[config.mk]
export PLATFORM = sky130hd
export DESIGN_NAME = mem_arbiter
export DESIGN_NICKNAME = d
export VERILOG_FILES = /design/src/rtl/mem_arbiter.sv
export SDC_FILE = /design/constraint.sdc
export NUM_CORES = 1
export LEC_CHECK = 0
export ABC_CLOCK_PERIOD_IN_PS = 2000
export CORE_AREA = 2 2 121 123
export CTS_BUF_LIST = sky130_fd_sc_hd__clkbuf_4 sky130_fd_sc_hd__clkbuf_8 sky130_fd_sc_hd__clkbuf_16
export DETAILED_ROUTE_END_ITERATION = 10
export DIE_AREA = 0 0 123 125
export GPL_TIMING_DRIVEN = 0
export PLACE_DENSITY_LB_ADDON = 0.2
export SETUP_SLACK_MARGIN = 0.15
export SLEW_MARGIN = 20
export SYNTH_ARGS = -nofsm -noshare
export SYNTH_HDL_FRONTEND = slang
export SYNTH_SLANG_ARGS = --single-unit
[constraint.sdc]
create_clock -name clk -period 2 [get_ports clk]
set_input_delay 0.4 -clock clk [delete_from_list [all_inputs] [get_ports clk]]
set_output_delay 0.4 -clock clk [all_outputs]
set_load 0.02 [all_outputs]
[src/rtl/mem_arbiter.sv]
// Two-requester arbiter (fetch, load/store) onto one memory port: combinational grant, 1-cycle read data.
// Optional MEM_ARB_STARVE_EN promotes fetch over data after STARVE_LIMIT consecutive denied cycles.
module mem_arbiter #(
  parameter int ADDRWIDTH    = 32,
  parameter int DATAWIDTH    = 32,
  parameter int STARVE_LIMIT = 4
) (
  input  logic                 clk,
  input  logic                 rst_n,
  input  logic                 if_req,
  input  logic [ADDRWIDTH-1:0] if_addr,
  output logic                 if_gnt,
  output logic [DATAWIDTH-1:0] if_rdata,
  output logic                 if_rvalid,
  input  logic                 d_req,
  input  logic                 d_we,
  input  logic [ADDRWIDTH-1:0] d_addr,
  input  logic [DATAWIDTH-1:0] d_wdata,
  output logic                 d_gnt,
  output logic [DATAWIDTH-1:0] d_rdata,
  output logic                 d_rvalid,
  output logic [ADDRWIDTH-1:0] mem_address,
  output logic                 mem_read_write,
  output logic [DATAWIDTH-1:0] mem_data_in,
  input  logic [DATAWIDTH-1:0] mem_data_out
);

  localparam logic [1:0] ST_IDLE  = 2'd0;
  localparam logic [1:0] ST_FETCH = 2'd1;
  localparam logic [1:0] ST_DATA  = 2'd2;

  logic [1:0]           state_q, state_d;
  logic                 d_rd_q, d_rd_d;
  logic [ADDRWIDTH-1:0] addr_q, addr_d;
  logic [DATAWIDTH-1:0] wdata_q, wdata_d;
  logic [DATAWIDTH-1:0] if_rdata_q, if_rdata_d;
  logic [DATAWIDTH-1:0] d_rdata_q, d_rdata_d;
  logic                 promote;

`ifdef MEM_ARB_STARVE_EN
  localparam int CW = $clog2(STARVE_LIMIT + 1);
  localparam logic [CW-1:0] LIMIT = CW'(STARVE_LIMIT);

  logic [CW-1:0] starve_q, starve_d;

  assign promote = (starve_q == LIMIT);

  always_comb begin
    starve_d = starve_q;
    if (!if_req || if_gnt) begin
      starve_d = '0;
    end else if (starve_q != LIMIT) begin
      starve_d = starve_q + CW'(1);
    end
  end

  always_ff @(posedge clk or negedge rst_n) begin
    if (!rst_n) begin
      starve_q <= '0;
    end else begin
      starve_q <= starve_d;
    end
  end
`else
  // Legal limits are non-negative, so fetch is never promoted in this build.
  assign promote = (STARVE_LIMIT < 0);
`endif

  // Grants are forced low while reset is asserted so no access can leak out.
  always_comb begin
    if_gnt = 1'b0;
    d_gnt  = 1'b0;
    if (rst_n) begin
      if (d_req && !(promote && if_req)) begin
        d_gnt = 1'b1;
      end else if (if_req) begin
        if_gnt = 1'b1;
      end
    end
  end

  always_comb begin
    mem_address    = addr_q;
    mem_data_in    = wdata_q;
    mem_read_write = 1'b0;
    if (d_gnt) begin
      mem_address    = d_addr;
      mem_read_write = d_we;
      mem_data_in    = d_wdata;
    end else if (if_gnt) begin
      mem_address = if_addr;
      mem_data_in = d_wdata;
    end
    addr_d  = mem_address;
    wdata_d = mem_data_in;
  end

  always_comb begin
    state_d    = ST_IDLE;
    d_rd_d     = d_gnt && !d_we;
    if_rdata_d = if_rdata_q;
    d_rdata_d  = d_rdata_q;
    if (d_gnt) begin
      state_d = ST_DATA;
    end else if (if_gnt) begin
      state_d = ST_FETCH;
    end
    if (if_gnt) begin
      if_rdata_d = mem_data_out;
    end
    if (d_rd_d) begin
      d_rdata_d = mem_data_out;
    end
  end

  always_ff @(posedge clk or negedge rst_n) begin
    if (!rst_n) begin
      state_q    <= ST_IDLE;
      d_rd_q     <= 1'b0;
      addr_q     <= '0;
      wdata_q    <= '0;
      if_rdata_q <= '0;
      d_rdata_q  <= '0;
    end else begin
      state_q    <= state_d;
      d_rd_q     <= d_rd_d;
      addr_q     <= addr_d;
      wdata_q    <= wdata_d;
      if_rdata_q <= if_rdata_d;
      d_rdata_q  <= d_rdata_d;
    end
  end

  assign if_rvalid = (state_q == ST_FETCH);
  assign d_rvalid  = (state_q == ST_DATA) && d_rd_q;
  assign if_rdata  = if_rdata_q;
  assign d_rdata   = d_rdata_q;

endmodule
### Yosys cells after proc, flatten, opt, wreduce, memory -nomap -nowiden

Cells that the tools add are included.

| cells by class | value |
|---|---|
| add/sub/neg operators | 0 |
| multipliers | 0 |
| divide/modulo/power cells | 0 |
| magnitude comparators | 0 |
| eq/ne operators | 2 |
| shifts and indexed selects | 0 |
| mux-type cells | 12 |
| bitwise operators | 0 |
| reduce and logical (&&, ||, !) cells | 3 |

Operators with widths:

| operator | count |
|---|---|
| $mux W32 | 4 |
| $mux W1 | 7 |
| $eq A2 B1 Y1 const B | 1 |
| $eq A2 B2 Y1 const B | 1 |
| $logic_and A1 B1 Y1 | 2 |
| $mux W2 | 1 |
| $logic_not A1 Y1 | 1 |

| storage, ports and cells | value |
|---|---|
| bits in registers | 131 |
| bits in latches | 0 |
| RAM bits | 0 |
| ROM bits | 0 |
| memories | 0 |

### Longest topological paths before layout

| logic depth | value |
|---|---|
| depth in word-level cells | 5 |
| mapped depth | 5 |
| depth with buffers taken out | 2 |

### Worst setup path before layout

Ideal clock, no wire load.

| timing path | value |
|---|---|
| path type | input to output |
| from | input port rst_n |
| to | output port mem_data_in[10] |
| data arrival time | 1.304 ns |
| data required time | 1.600 ns |
| setup slack | 0.296 ns |
| cell stages on the path | 5 |
| buffers on the path | 3 |
| cells stage by stage | buf_2 -> o21a_1 -> buf_6 -> buf_6 -> mux2_4 |

| on the way | value |
|---|---|
| cells in the longest elaborated chain, start to end | 3 |
| elaborated cells on any way between the ends | 4 |

RTL lines:

| item | line | text |
|---|---|---|
| start: declaration | 9 | `input logic rst_n,` |
| $mux W1 | 73 | `if (rst_n) begin` |
| $mux W32 | 90 | `end else if (if_gnt) begin` |
| $mux W32 * | 86 | `if (d_gnt) begin` |
| end: declaration | 24 | `output logic [DATAWIDTH-1:0] mem_data_in,` |

Every way passes the cells marked *; elsewhere a longest branch is shown, timed or not.

### Worst setup path after layout

| timing path | value |
|---|---|
| from | input port rst_n |
| to | output port mem_data_in[6] |

Same word-level chain as after synthesis.

==> flow_summary.ini <==
[status]
outcome = complete, but fails checks
violations = negative setup slack

[sta]
setup_violations = 38
finClkSkew_ps = 0
setup_slack_ps = -70.4
finalCritPeriodShare_pct = 104
setup-tns-final_ps = -1760
slew_viol_final = 0
hold_viol_final = 0
fmax_mhz = 483
rsz0062_at_grt = true
slew_headroom_pct = 44.8
fin_crit_ps = 2070
tightest_slew_ps = 825

[cells_and_area]
layout_common_cells = clkdlybuf4s50_1 (187), dfrtp_1 (131), buf_6 (57), mux2_4 (57), mux2_2 (39)
nets = 797
final_area_um2 = 9670
area_delta_synth_final_pct = 67.8
antenna_cells = 0
fillers = 1016
final_layout_size_suffix_gt1_share_pct = 36.1
final_util_pct = 68.1
layout_commonest_cell = clkdlybuf4s50_1

[place]
detailed_place.area_um2 = 8670
preCtsSetupSlack_ps = -1350
globalplace.congestion = 0.759
port_buffers = 264
dp_hpwl_mm = 11.5

[clock_network]
cts_root_buf = clkbuf_16
cts_tree = built
clock_sinks = 131
cts.clk_slew.worst_paths_ps = 60
clkLatencyLatePin_ps = 410
numCtsBuffers = 17
cts_max_level = 4
clk_path_buf_depth = 2

[worst_setup_path]
regToRegSetupSlack_ps = 1130
critical-path-top-delay-family = buffers and inverters
rr_endpoint = wdata_q[24]
crit_path_max_fanout = 10
reg2reg_from = wdata_q[24]
cp.arrival_ps = 1670
slowest_stage = mux2_4
critical_path_buf_inv_count = 6
reg2regPathDepth = 2
cp_common_cell = buf_16
cp-end-kind = primary output
worst_setup_path_start_kind = input pin
crit_required_ps = 1600
max_stage_delay_ps = 310
path_cells = buf_16, buf_16, buf_8, o21a_4, buf_6, buf_12, mux2_4, buf_2
critPathKind = in2out

[grt]
grt_pass1_vias = 4867
grt_pass1_wl_mm = 26.1
overflow = 0
grt_antenna_before_repair = 0
track_usage_pct = 22.1
grt_max_degree = 50

[logic_synthesis]
syn_avg_cell_area_um2 = 15.7
synth_nets = 499
ys_top_cells_by_area = dfrtp_1 (57%), mux2_4 (15%), mux2_2 (7.6%)
synth_top_area_share_pct = 56.9
synthCells = 366
synth_top_area_cell = dfrtp_1
seq_area_frac_synth_pct = 56.9
syn_area_um2 = 5760
ys_seq_elements = 131
synth_cell_types = 18
yosysWarningCount = 0

[floorplan]
fp.dieW_um = 123
rows = 44
die_h_um = 125
fp.coreArea_um2 = 14200
io_pins = 266
dieArea_um2 = 15400
start_util_pct = 40.6

[routing]
via_count = 4345
drt_pass1_iterations = 4
drc = 0
wire_per_inst_um = 19.4
drt_iter0_drc = 110
vias_per_cell = 5.05
wl_mm = 16.7
ant_nets = 0

[power]
irDropWorstVdd_mv = 0.476
powerDensity_nw_per_um2 = 950
p_leak_nw = 4.30

[worst_hold_path]
min_path_type = in2async

[run]
maxCapViolCount = 0
## per-layer routing
layer	part of all wire (%)	up-vias	track usage, %
met5	0	-	0
li1	-	1956	-
met1	38	2179	25.1
met3	9.4	26	8.44
met4	1.8	0	7.75
met2	50	184	37.7
## power breakdown
group	internal, W	switching (W)	total (W)	leakage (nW)
Clock	0.00201	0.00121	0.00322	0.288
Combinational	0.00152	0.00118	0.00270	2.48
Sequential	0.00307	0.000191	0.00326	1.52
Total	0.00660	0.00258	0.00918	4.30
## cell usage after synthesis
library cell,instances
nand3b_1,32
dfrtp_1,131
nand2_1,1
nor2_1,1
nor2b_1,1
and3_1,1
nand4bb_1,32
mux2_2,39
inv_1,1
nand3b_2,1
and3b_1,2
o21a_1,1
buf_6,9
and2_1,1
mux2_4,57
buf_2,10
clkbuf_1,14
o211a_1,32
## per-stage QoR
| stage | hold WS (ps) | total power (W) | std cells |
|---|---|---|---|
| after global routing | 31.4 | 0.00957 | 860 |
| after detailed placement | 277 | 0.00587 | 815 |
| after floorplan | 104 | 0.00452 | 366 |
| after global placement | 479 | 0.00581 | 814 |
| final | 33.6 | 0.00918 | 860 |
| after CTS | 26.5 | 0.00925 | 860 |
## kinds of logic after synthesis
logic type | Yosys count | share of synthesized area (%)
AOI/OAI and AO/OA | 33 | 5.69
buffers and inverters | 34 | 3.60
and+or+nand+nor | 72 | 11.4
muxes | 96 | 22.5
DFF | 131 | 56.9
## repair_timing
action,in CTS,in global routing
hold buffers,2,0
buffers inserted,6,0
gates cloned,6,0
endpoints found under the hold margin,33,0
resized for setup,414,20
setup endpoints to repair,182,70
pin swaps,4,2
## registers in the layout, indices dropped and copies added, names as in the netlist
| signal | flops |
|---|---|
| addr_q | 32 |
| d_rd_q | 1 |
| d_rdata | 32 |
| if_rdata | 32 |
| state_q | 2 |
| wdata_q | 32 |
## worst register-to-register path, cell delays in order (launching register included)
cell	delay, ps
dfrtp_1	360
mux2_4	280
buf_4	130
## area by class of cell
type / count / area (um^2) / share of cell area (%)
clock inverters: 13 / 175 / 1.81
clock buffers: 18 / 439 / 4.54
plain buffers: 33 / 297 / 3.07
flip-flops and latches: 131 / 3280 / 33.9
inverters: 1 / 3.75 / 0.0388
repair buffers: 279 / 2930 / 30.2
multi-input cells: 201 / 2320 / 24.0
well taps: 184 / 230 / 2.38
## worst max-delay path by stage
stage / cells after the start / end / start / slack (ps)
floorplan: 5 / mem_data_in[10] / rst_n / 300
global placement: 7 / mem_address[6] / rst_n / -5830
detailed placement: 8 / mem_address[5] / rst_n / -1350
CTS: 9 / mem_address[16] / rst_n / -80
global route: 8 / mem_data_in[17] / rst_n / -100
finish: 8 / mem_data_in[6] / rst_n / -70
Power figures use the tool's default switching activity.
